$ cat src/rtl/stream_demux_n.sv
// Registered 1-to-NCH valid/ready stream demultiplexer with addressed and round-robin routing.
// Each channel has a one-deep holding register, so a stalled lane never blocks traffic bound for another.
module stream_demux_n #(
  parameter int NCH  = 8,
  parameter int SELW = 3,
  parameter int DW   = 8
) (
  input  logic              clk,
  input  logic              rst,
  input  logic              en,
  input  logic              mode,
  input  logic              in_valid,
  output logic              in_ready,
  input  logic [DW-1:0]     in_data,
  input  logic [SELW-1:0]   in_sel,
  output logic [NCH-1:0]    out_valid,
  input  logic [NCH-1:0]    out_ready,
  output logic [NCH*DW-1:0] out_data,
  output logic [SELW-1:0]   rr_ptr,
  output logic [7:0]        drop_cnt
);

  // One extra bit so that NCH == 2**SELW still compares correctly.
  localparam logic [SELW:0]   NCH_W = (SELW+1)'(NCH);
  localparam logic [SELW-1:0] LAST  = SELW'(NCH - 1);

  logic [SELW-1:0] tgt;
  logic            bad;
  logic [NCH-1:0]  tgt_hot;
  logic [NCH-1:0]  load;
  logic            stall;
  logic            accept;
  logic [DW-1:0]   data_q [NCH];

  assign tgt = mode ? rr_ptr : in_sel;
  assign bad = ~mode & ({1'b0, in_sel} >= NCH_W);

  // NOTE: every always_comb output gets a default before the loop, so no path leaves it unassigned and no latch is inferred.
  always_comb begin
    tgt_hot = '0;
    for (int k = 0; k < NCH; k++) tgt_hot[k] = (tgt == SELW'(k));
  end

  // Only the targeted channel can stall the input; a draining channel can be refilled on the same edge.
  assign stall    = |(tgt_hot & out_valid & ~out_ready);
  assign in_ready = en & ~rst & (bad | ~stall);
  assign accept   = in_valid & in_ready;
  assign load     = (accept & ~bad) ? tgt_hot : '0;

  // NOTE: sequential state uses non-blocking assignments only, so every register sees pre-edge values.
  always_ff @(posedge clk) begin
    if (rst) begin
      out_valid <= '0;
      rr_ptr    <= '0;
      drop_cnt  <= '0;
      // NOTE: the data registers are reset too, because out_data must read zero right after reset.
      for (int k = 0; k < NCH; k++) data_q[k] <= '0;
    end else begin
      for (int k = 0; k < NCH; k++) begin
        if (load[k]) begin
          out_valid[k] <= 1'b1;
          data_q[k]    <= in_data;
        end else if (out_valid[k] && out_ready[k]) begin
          out_valid[k] <= 1'b0;
        end
      end
      if (accept && mode)
        rr_ptr <= (rr_ptr == LAST) ? '0 : rr_ptr + SELW'(1);
      if (accept && bad && (drop_cnt != 8'hFF))
        drop_cnt <= drop_cnt + 8'd1;
    end
  end

  for (genvar g = 0; g < NCH; g++) begin : g_out
    assign out_data[g*DW +: DW] = data_q[g];
  end

endmodule
$ cat config.mk
export PLATFORM = sky130hd
export DESIGN_NAME = stream_demux_n
export DESIGN_NICKNAME = d
export VERILOG_FILES = /design/src/rtl/stream_demux_n.sv
export SDC_FILE = /design/constraint.sdc
export NUM_CORES = 1
export LEC_CHECK = 0
export ABC_AREA = 1
export BUFFER_PORTS_ARGS = -buffer_cell sky130_fd_sc_hd__buf_2
export CORE_UTILIZATION = 53
export DETAILED_ROUTE_END_ITERATION = 7
export PLACE_DENSITY = 0.95
export SLEW_MARGIN = 20
export SYNTH_ARGS = -nofsm -noshare
export SYNTH_HDL_FRONTEND = slang
export SYNTH_SLANG_ARGS = --single-unit
$ cat constraint.sdc
create_clock -name clk -period 4.4 [get_ports clk]
set_clock_uncertainty 0.05 [all_clocks]
set_input_delay 0.22 -clock clk [delete_from_list [all_inputs] [get_ports clk]]
set_output_delay 0.22 -clock clk [all_outputs]
set_load 0.005 [all_outputs]
==> results of run 1 <==
[worst max-delay path, cell delays in order, from the launching register on]
cell	delay [ns]
sky130_fd_sc_hd__dfxtp_1	0.41
sky130_fd_sc_hd__inv_1	0.06
sky130_fd_sc_hd__nand2_1	0.07
sky130_fd_sc_hd__nand2_2	0.11
sky130_fd_sc_hd__nand3_1	0.12
sky130_fd_sc_hd__nor2_1	0.06
sky130_fd_sc_hd__nor2_1	0.10
sky130_fd_sc_hd__nand2_1	0.06
sky130_fd_sc_hd__nor2_1	0.15
sky130_fd_sc_hd__nand3_2	0.11
sky130_fd_sc_hd__inv_4	0.16
sky130_fd_sc_hd__nand2_4	0.13
sky130_fd_sc_hd__nand2_1	0.33
[synth_stat cells]
master / number
sky130_fd_sc_hd__nand3_1: 10
sky130_fd_sc_hd__nand4_1: 5
sky130_fd_sc_hd__a21oi_1: 5
sky130_fd_sc_hd__dfxtp_1: 11
sky130_fd_sc_hd__edfxtp_1: 64
sky130_fd_sc_hd__nand3b_1: 2
sky130_fd_sc_hd__o21ai_0: 1
sky130_fd_sc_hd__nand3_4: 2
sky130_fd_sc_hd__buf_6: 1
sky130_fd_sc_hd__conb_1: 1
sky130_fd_sc_hd__inv_4: 2
sky130_fd_sc_hd__ha_1: 2
sky130_fd_sc_hd__clkbuf_1: 2
sky130_fd_sc_hd__nand2_4: 4
sky130_fd_sc_hd__nand2_1: 43
sky130_fd_sc_hd__nand3_2: 1
sky130_fd_sc_hd__buf_4: 8
sky130_fd_sc_hd__nor2_1: 76
sky130_fd_sc_hd__nor2_2: 3
sky130_fd_sc_hd__inv_1: 41
sky130_fd_sc_hd__nand2_2: 5
[state kept, by name, summed over array words and instances, names as in the netlist]
register and count:
data_q 64, out_valid 8, rr_ptr 3
[power by group through the flow]
stage / registers, W / clock network, W / logic, W
after global placement: 0.000825 / 0 / 0.000109
after global routing: 0.000813 / 0.000575 / 0.000127
after floorplan: 0.000829 / 0 / 0.0000583
final: 0.000811 / 0.000547 / 0.000116
after CTS: 0.000811 / 0.000545 / 0.000114
after detailed placement: 0.000827 / 0 / 0.000114
[through the flow]
stage / hold slack, ns / util / area (µm²)
5_1_grt: 0.0956 / 0.690 / 3870
4_1_cts: 0.0779 / 0.690 / 3870
3_5_place_dp: 0.434 / 0.653 / 3660
2_1_floorplan: 0.334 / - / 3160
6_report: 0.0813 / 0.690 / 3870
3_3_place_gp: 0.424 / 0.653 / 3660
[routing by layer]
layer | vias to the layer above | GRT usage | part of all wire
met5 | - | 0 | 0
met4 | 0 | 0.100 | 0.026
met3 | 25 | 0.0678 | 0.11
met2 | 200 | 0.436 | 0.49
met1 | 1120 | 0.312 | 0.38
li1 | 1127 | - | -
[kinds of logic (layout without fill, tap and decap cells)]
logic type / Yosys count / after routing / share of synthesized area
flip-flops: 75 / 75 / 0.685
adder cells (fa/ha/maj): 2 / 2 / 0.00800
AND/OR/NAND/NOR: 151 / 151 / 0.218
AO/OA/AOI/OAI: 6 / 6 / 0.00959
other: 1 / 8 / 0.00120
buffers and inverters: 54 / 158 / 0.0784
[worst max-delay path by stage]
stage | endpoint | slack (ns) | depth (start not counted) | start
6_report | data_q[0][19] | 2.15 | 12 | rr_ptr[2]
3_5_place_dp | data_q[0][0] | 2.09 | 13 | mode
2_1_floorplan | data_q[0][0] | 2.44 | 12 | rr_ptr[2]
3_3_place_gp | data_q[0][3] | 2.18 | 13 | mode
4_1_cts | data_q[0][23] | 2.17 | 12 | rr_ptr[2]
5_1_grt | data_q[0][2] | 1.95 | 12 | rr_ptr[2]
[area by class of cell]
cell class,count,area [µm²]
Clock buffer,9,124
Timing Repair Buffer,99,495
Inverter,43,166
Multi-Input combinational cell,167,768
Tap cell,72,90.1
Clock inverter,7,82.6
Sequential cell,75,2140
Fill cell,387,1740
==> results.yml, run 1 <==
placement:
  routabilityCongestion: 0.841
  preCtsSetupSlack_ns: 2.09
  buffers_on_ports: 99
  numPlacedInstances: 456
  place_hpwl_um: 5470
run_status:
  outcome: "completed"
clocking:
  cts_max_path_buffers: 2
  cell_at_the_root_of_the_clock_tree: "sky130_fd_sc_hd__clkbuf_8"
  cts-buffers-inserted: 9
  cts.reportedPaths.clkPinSlew_ns: 0.08
  count_of_clock_tree_sinks: 75
  cts_tree: "yes"
  cts-htree-levels: 3
  post_cts.repair.setup_buffers: 0
  cts-resized-gates: 0
  holdBufCountCts: 0
  clock_latency_ns: 0.35
pwr:
  cellInternalPower_w: 0.00111
  power.clock.fraction: 0.371
  vdd.ir_drop.worst_mv: 0.255
  p_switching_w: 0.000364
  power.switching_fraction: 0.247
  pwr-share-comb: 0.078
  leakage_nw: 1.91
  fin_total_pwr_w: 0.00147
  power-per-cell-area_nw_per_um2: 381
  seq_power_share: 0.550
synth:
  yosys.area.top_type_share: 0.614
  yosysWarningCount: 0
  cell_types_occupying_the_most_area_after_synthesis: "sky130_fd_sc_hd__edfxtp_1 61%, sky130_fd_sc_hd__nor2_1 9.1%, sky130_fd_sc_hd__dfxtp_1 7.0%"
  syn_inst: 289
  synth_cell_type_count: 21
  synth_sequential_area_ratio: 0.685
  synthesis.area_per_instance_um2: 10.8
  number_of_flip_flops_and_latches_in_the_synthesized_netlist: 75
  synth_top_area_cell: "sky130_fd_sc_hd__edfxtp_1"
  synthesis.area_um2: 3130
setup_path:
  setup.reg_to_reg.worst_slack_ns: 2.15
  startpoint_type: "register"
  worstReg2RegEnd: "data_q[0][19]"
  critPathCaptureType: "register"
  worstPathMaxFanout: 10
  timing.reg2reg.worst_path_depth: 12
  critPathRequiredTime_ns: 4.36
  critical_path.reg2reg.startpoint: "rr_ptr[2]"
  critical_path_arrival_ns: 2.21
  criticalPathCategory: "reg2reg"
die:
  floorplan.initialDensity: 0.558
  die_x_um: 78.8
  dieArea_um2: 6220
  num_io_pins: 108
  floorplan.core_area_um2: 5610
  die_height_um: 78.8
  rows: 27
hold_path:
  hold-path-cell-count: 4
  destination_of_the_worst_hold_path: "out_valid[1]"
  hold_path_startpoint: "out_ready[1]"
  min_path_type: "in2reg"
sta:
  maxSlewHeadroom: 0.654
  fmaxAchievable_ghz: 0.445
  worstMarginPinSlew_ns: 0.519
  period_minus_slack_ns: 2.25
  setup_ws_ns: 2.15
  timing.final.setup_violations: 0
  fin_setup_tns_ns: 0
  grt_setup_unrepaired: "no"
  final-max-slew-violation-count: 0
  finalHoldViolCount: 0
  final_min_period_over_clock_period: 0.511
final_layout:
  layout-drive-gt1-share: 0.330
  area_delta_synth_final_pct: 23.6
  number_of_standard_cells_in_the_final_layout_excluding_fillers: 472
  commonest_non_fill_non_tap_cell_in_the_layout: "sky130_fd_sc_hd__buf_2"
  layout.nets: 421
  most-common-layout-cells: "99 x sky130_fd_sc_hd__buf_2, 76 x sky130_fd_sc_hd__nor2_1, 64 x sky130_fd_sc_hd__edfxtp_1, 43 x sky130_fd_sc_hd__nand2_1, 41 x sky130_fd_sc_hd__inv_1"
  diodes: 0
routing:
  vias: 2472
  finalWirelength_um: 7450
  drtIter0Drc: 275
  detail_route.vias_per_cell: 5.24
  drtPass1Iterations: 5
  drcViolationCount: 0
  final_antenna_net_count: 0
  routed_len_inst_um: 15.8
global_route:
  global_route_wire_length_before_repair_um: 11600
  globalRouteOverflowTotal: 0
  groute.usage.overall: 0.256
  first_global_vias: 2277
  maximum_number_of_pins_on_one_net_before_global_route_repair: 16
  antenna_found_initial: 0
run:
  max-cap-violations: 0
Power figures use the tool's default switching activity.
==> inputs of run 2 (changes only) <==
Settings changed: CORE_UTILIZATION 53 to 45, PLACE_DENSITY 0.95 to 0.87.
Clock period 4.4 ns to 1.9 ns, I/O delays scaled along.
==> results.yml, run 2 (synthesized netlist as in run 1, its figures left out) <==
run_status:
  outcome: "completed"
placement:
  routabilityCongestion: 0.881
  place_area_um2: 3890
  numPlacedInstances: 488
  buffers_on_ports: 99
  place_hpwl_um: 5390
global_route:
  grt_most_used_layer: "met2"
  groute.layer.met3.usage: 0.0584
  groute.usage.overall: 0.224
  first_global_vias: 2485
  maximum_number_of_pins_on_one_net_before_global_route_repair: 16
  global_route_wire_length_before_repair_um: 12100
  globalRouteOverflowTotal: 0
  global_route.usage.met1: 0.264
  gr-usage-met2: 0.384
  antenna_found_initial: 0
setup_path:
  criticalPathCategory: "reg2reg"
  critical_path.top_delay_family: "simple AND/OR/NAND/NOR gates"
  cpMaxStageDelayCell: "sky130_fd_sc_hd__dfxtp_2"
  critPathCaptureType: "register"
  critical_path_arrival_ns: 1.92
  critical_path.most_common_cell: "sky130_fd_sc_hd__nand2_2"
  critPathRequiredTime_ns: 1.96
  crit_chain: "nand2_2, nand2_4, nand2_2, nor2_2, nand3_2, nand2_2, nor2_2, nand3_2, clkinv_4, nand3_4, buf_8, nor2_1"
  critical_path_buf_inv_count: 2
  startpoint_type: "register"
  cpPeakStageDelay_ns: 0.36
  worstPathMaxFanout: 9
pwr:
  cellInternalPower_w: 0.00249
  seq_power_share: 0.555
  fin_total_pwr_w: 0.00338
  power.switching_fraction: 0.263
  vdd.ir_drop.worst_mv: 0.382
  power-per-cell-area_nw_per_um2: 777
  pwr-share-comb: 0.106
  leakage_nw: 2.11
  p_switching_w: 0.000887
  power.clock.fraction: 0.340
final_layout:
  layout-drive-gt1-share: 0.444
  max_flop_register: "data_q"
  largest_register_ff_count: 64
  diodes: 0
  commonest_non_fill_non_tap_cell_in_the_layout: "sky130_fd_sc_hd__buf_2"
  most-common-layout-cells: "98 x sky130_fd_sc_hd__buf_2, 69 x sky130_fd_sc_hd__nor2_1, 64 x sky130_fd_sc_hd__edfxtp_1, 39 x sky130_fd_sc_hd__inv_1, 25 x sky130_fd_sc_hd__nand2_1"
  postLayoutCellArea_um2: 4350
  number_of_standard_cells_in_the_final_layout_excluding_fillers: 515
  largestRegisters: "data_q x64, out_valid x8, rr_ptr x3"
  filler_cell_count: 516
  area_delta_synth_final_pct: 38.9
  layout.nets: 456
routing:
  drtPass1Iterations: 5
  drtIter0Drc: 178
  drcViolationCount: 0
  finalWirelength_um: 7840
  routed_len_inst_um: 15.2
  detail_route.vias_per_cell: 4.91
  vias: 2527
  final_antenna_net_count: 0
sta:
  period_minus_slack_ns: 1.86
  final_min_period_over_clock_period: 0.977
  fmaxAchievable_ghz: 0.539
  grt_setup_unrepaired: "yes"
  final-max-slew-violation-count: 0
  finalHoldViolCount: 0
  timing.final.setup_violations: 0
clocking:
  cts.reportedPaths.clkPinSlew_ns: 0.08
  cts-buffers-inserted: 9
  cell_at_the_root_of_the_clock_tree: "sky130_fd_sc_hd__clkbuf_8"
  clock_latency_ns: 0.36
  cts_tree: "yes"
  cts-htree-levels: 3
  cts_max_path_buffers: 2
  count_of_clock_tree_sinks: 75
die:
  floorplan.initialDensity: 0.463
  floorplan.core_area_um2: 6760
  rows: 30
  die_x_um: 85.4
  die_height_um: 85.4
  dieArea_um2: 7290
  num_io_pins: 108
hold_path:
  min_path_type: "in2reg"
run:
  max-cap-violations: 0
-- run 2: changes by cell type in the layout (fill, tap and decap cells not counted), sizes merged --
| cell | before | now |
|---|---|---|
| buf | 99 | 126 |
| bufinv | 1 | 0 |
| clkinv | 0 | 2 |
| clkinvlp | 2 | 3 |
| dlygate4sd3 | 0 | 8 |
| inv | 47 | 45 |
-- run 2: worst register-to-register path, stage by stage, from the launching register on --
cell                       delay, ns
sky130_fd_sc_hd__dfxtp_2        0.36
sky130_fd_sc_hd__nand2_2        0.07
sky130_fd_sc_hd__nand2_4        0.12
sky130_fd_sc_hd__nand2_2        0.08
sky130_fd_sc_hd__nor2_2         0.13
sky130_fd_sc_hd__nand3_2        0.09
sky130_fd_sc_hd__nand2_2        0.08
sky130_fd_sc_hd__nor2_2         0.05
sky130_fd_sc_hd__nand3_2        0.11
sky130_fd_sc_hd__clkinv_4       0.13
sky130_fd_sc_hd__nand3_4        0.13
sky130_fd_sc_hd__buf_8          0.14
sky130_fd_sc_hd__nor2_1         0.05
-- run 2: final cells by class --
cell class	count	area, µm²	share of cell area
clock buffers	9	124	0.0285
repair buffers	134	823	0.189
flip-flops and latches	75	2150	0.494
well taps	80	100	0.0230
clock inverters	7	60.1	0.0138
inverters	43	169	0.0389
multi-input cells	167	925	0.213
-- run 2: worst paths after layout --
| kind | startpoint | endpoint | slack [ns] | cells after the start |
|---|---|---|---|---|
| worst max register to register | rr_ptr[0] | data_q[0][1] | 0.04 | 12 |
| worst max-delay path | rr_ptr[0] | data_q[0][1] | 0.04 | 12 |
| worst min-delay path | in_valid | rr_ptr[0] | 0.02 | 3 |
| worst min register to register | out_valid[4] | out_valid[4] | 0.45 | 2 |
-- run 2: through the flow --
stage | setup WS [ns] | hold WS (ns) | util | setup TNS, ns
2_1_floorplan | -0.0591 | 0.209 | - | -1.44
4_1_cts | 0.00378 | 0.00223 | 0.619 | 0
3_3_place_gp | -0.0523 | 0.328 | 0.576 | -1.58
3_5_place_dp | -0.126 | 0.325 | 0.576 | -4.32
5_1_grt | -0.0663 | 0.0247 | 0.643 | -2.91
6_report | 0.0432 | 0.0214 | 0.643 | 0
-- run 2: power groups by stage --
stage               registers (W)  logic [W]  clock network [W]
finish                    0.00187   0.000357            0.00115
detailed placement        0.00191   0.000305                  0
global route              0.00188   0.000389            0.00123
CTS                       0.00187   0.000324            0.00116
floorplan                 0.00192   0.000135                  0
global placement          0.00191   0.000295                  0
-- run 2: timing repair --
action / CTS / global route
endpoints found under the hold margin: 8 / 0
cloned: 0 / 0
hold buffers: 8 / 0
pin swaps: 0 / 13
buffers inserted: 0 / 5
endpoints found under the setup margin: 64 / 115
resized for setup: 11 / 47
-- run 2: metal layers --
layer	up-vias	part of all wire
li1	1197	-
met1	1156	0.38
met2	143	0.51
met3	31	0.075
met4	0	0.033
met5	-	0
==> inputs of run 3 (changes only) <==
Settings changed: CORE_UTILIZATION 45 to 53, PLACE_DENSITY 0.87 to 0.95.
Clock period 1.9 ns to 2.2 ns, I/O delays scaled along.
==> results.yml, run 3 (synthesized netlist as in run 1, its figures left out) <==
setup_path:
  critical_path_arrival_ns: 1.87
  critical_path.most_common_cell: "sky130_fd_sc_hd__nand2_1"
  timing.critical_path.depth: 10
  timing.reg2reg.worst_path_depth: 10
  critical_path_buf_inv_count: 2
  startpoint_type: "register"
  critPathCaptureType: "output port"
  worstReg2RegEnd: "data_q[1][22]"
  setup.worst_path.end: "in_ready"
  critical_path.reg2reg.startpoint: "rr_ptr[0]"
  startpoint: "rr_ptr[0]"
  cpPeakStageDelay_ns: 0.35
  critPathRequiredTime_ns: 2.04
  crit_chain: "nand2_1, nand2_2, nor2_2, nand3b_1, nand2_1, nor2_1, nand2_1, nor2_2, buf_4, buf_2"
  worstPathMaxFanout: 5
  critical_path.top_delay_family: "simple AND/OR/NAND/NOR gates"
  cpMaxStageDelayCell: "sky130_fd_sc_hd__dfxtp_2"
  criticalPathCategory: "reg2out"
  setup.reg_to_reg.worst_slack_ns: 0.18
routing:
  drtIter0Drc: 298
  drtPass1Iterations: 5
  routed_len_inst_um: 16.9
  vias: 2599
  final_antenna_net_count: 0
  finalWirelength_um: 8150
  drcViolationCount: 0
  detail_route.vias_per_cell: 5.38
final_layout:
  largestRegisters: "data_q x64, out_valid x8, rr_ptr x3"
  multiInputGateArea_um2: 793
  layout.nets: 432
  layout-drive-gt1-share: 0.367
  commonest_non_fill_non_tap_cell_in_the_layout: "sky130_fd_sc_hd__buf_2"
  finish.utilization: 0.714
  max_flop_register: "data_q"
  number_of_standard_cells_in_the_final_layout_excluding_fillers: 483
  largest_register_ff_count: 64
  diodes: 0
  area_delta_synth_final_pct: 27.9
  most-common-layout-cells: "99 x sky130_fd_sc_hd__buf_2, 76 x sky130_fd_sc_hd__nor2_1, 64 x sky130_fd_sc_hd__edfxtp_1, 41 x sky130_fd_sc_hd__inv_1, 35 x sky130_fd_sc_hd__nand2_1"
  filler_cell_count: 369
  sequential_cell_area_um2: 2150
global_route:
  antenna_found_initial: 0
  first_global_vias: 2473
  maximum_number_of_pins_on_one_net_before_global_route_repair: 16
  global_route_wire_length_before_repair_um: 12400
  groute.usage.overall: 0.276
  globalRouteOverflowTotal: 0
clocking:
  post_cts.repair.setup_buffers: 0
  cts_max_path_buffers: 2
  cell_at_the_root_of_the_clock_tree: "sky130_fd_sc_hd__clkbuf_8"
  cts.reportedPaths.clkPinSlew_ns: 0.08
  clock_latency_ns: 0.35
  count_of_clock_tree_sinks: 75
  cts-htree-levels: 3
  cts-buffers-inserted: 9
  cts_tree: "yes"
die:
  num_io_pins: 108
  rows: 27
  dieArea_um2: 6220
  floorplan.initialDensity: 0.558
  die_height_um: 78.8
  die_x_um: 78.8
  floorplan.core_area_um2: 5610
hold_path:
  min_path_type: "in2reg"
  hold-path-cell-count: 4
pwr:
  leakage_nw: 1.97
  power-per-cell-area_nw_per_um2: 765
  vdd.ir_drop.worst_mv: 0.400
sta:
  final_min_period_over_clock_period: 0.923
  final-max-slew-violation-count: 0
  finalHoldViolCount: 0
  timing.final.setup_violations: 0
  fmaxAchievable_ghz: 0.492
  setup_ws_ns: 0.169
  period_minus_slack_ns: 2.03
placement:
  routabilityCongestion: 0.870
  place_hpwl_um: 5490
  numPlacedInstances: 464
  preCtsSetupSlack_ns: -0.00471
  buffers_on_ports: 99
run:
  max-cap-violations: 0
run_status:
  outcome: "completed"
run 3: changes by cell type in the layout (fill, tap and decap cells not counted), moves of 4 or more:
| cell | before | now |
|---|---|---|
| sky130_fd_sc_hd__nand2_4 | 14 | 5 |
| sky130_fd_sc_hd__nand3_2 | 5 | 1 |
| sky130_fd_sc_hd__nor2_1 | 69 | 76 |
| sky130_fd_sc_hd__nand2_1 | 25 | 35 |
| sky130_fd_sc_hd__dlygate4sd3_1 | 8 | 3 |
| sky130_fd_sc_hd__buf_4 | 20 | 8 |
| sky130_fd_sc_hd__nand3_1 | 6 | 10 |
| sky130_fd_sc_hd__nor2_2 | 8 | 3 |
| sky130_fd_sc_hd__buf_6 | 6 | 0 |
run 3: worst min-delay path by stage:
stage	startpoint	end	slack [ns]
after global placement	out_ready[1]	out_valid[1]	0.34
final	out_ready[7]	out_valid[7]	0.009
after CTS	out_ready[0]	out_valid[0]	0.008
after floorplan	in_valid	rr_ptr[0]	0.22
after detailed placement	out_ready[1]	out_valid[1]	0.36
after global routing	out_ready[2]	out_valid[2]	0.03
run 3: cell type report:
type                    instances  area share
flip-flops and latches         75       0.536
clock inverters                 7      0.0247
multi-input cells             167       0.198
clock buffers                   9      0.0309
well taps                      72      0.0225
inverters                      43      0.0416
repair buffers                110       0.146
run 3: worst reg2reg max path, cell delays in order, from the launching register on:
cell and delay, ns:
sky130_fd_sc_hd__dfxtp_2 0.37, sky130_fd_sc_hd__nand2_1 0.07, sky130_fd_sc_hd__nand2_2 0.12, sky130_fd_sc_hd__nor2_2 0.10, sky130_fd_sc_hd__nand3b_1 0.13, sky130_fd_sc_hd__nand3_1 0.09
sky130_fd_sc_hd__nor2_1 0.19, sky130_fd_sc_hd__nand3_2 0.12, sky130_fd_sc_hd__inv_4 0.17, sky130_fd_sc_hd__nand2_1 0.14, sky130_fd_sc_hd__nand2_4 0.17
run 3: timing repair:
action                                 in CTS  in global routing
setup endpoints to repair                   8                113
endpoints found under the hold margin       3                  0
hold buffers                                3                  0
resized for setup                           1                 11
run 3: power breakdown:
part	internal, W	leakage, nW	switching, W	total [W]
clock network	0.000646	0.110	0.000546	0.00119
logic	0.0000861	1.11	0.000163	0.000249
registers	0.00160	0.750	0.0000223	0.00162
total	0.00233	1.97	0.000731	0.00306
run 3: per-stage QoR:
stage                     area, µm²   TNS, ns  hold slack, ns  power [W]
after global placement         3720         0           0.339    0.00187
after CTS                      3980         0         0.00848    0.00306
final                          4000         0         0.00861    0.00306
after floorplan                3160         0           0.224    0.00177
after global routing           4000  -0.00250          0.0301    0.00315
after detailed placement       3720   -0.0353           0.356    0.00189
run 3: per-layer routing:
metal  global-route usage  up-vias  share of wire
met2                0.443      222           0.49
met4                0.138        0          0.024
met1                0.338     1206           0.37
met5                    0        -              0
li1                     -     1149              -
met3               0.0839       22           0.11
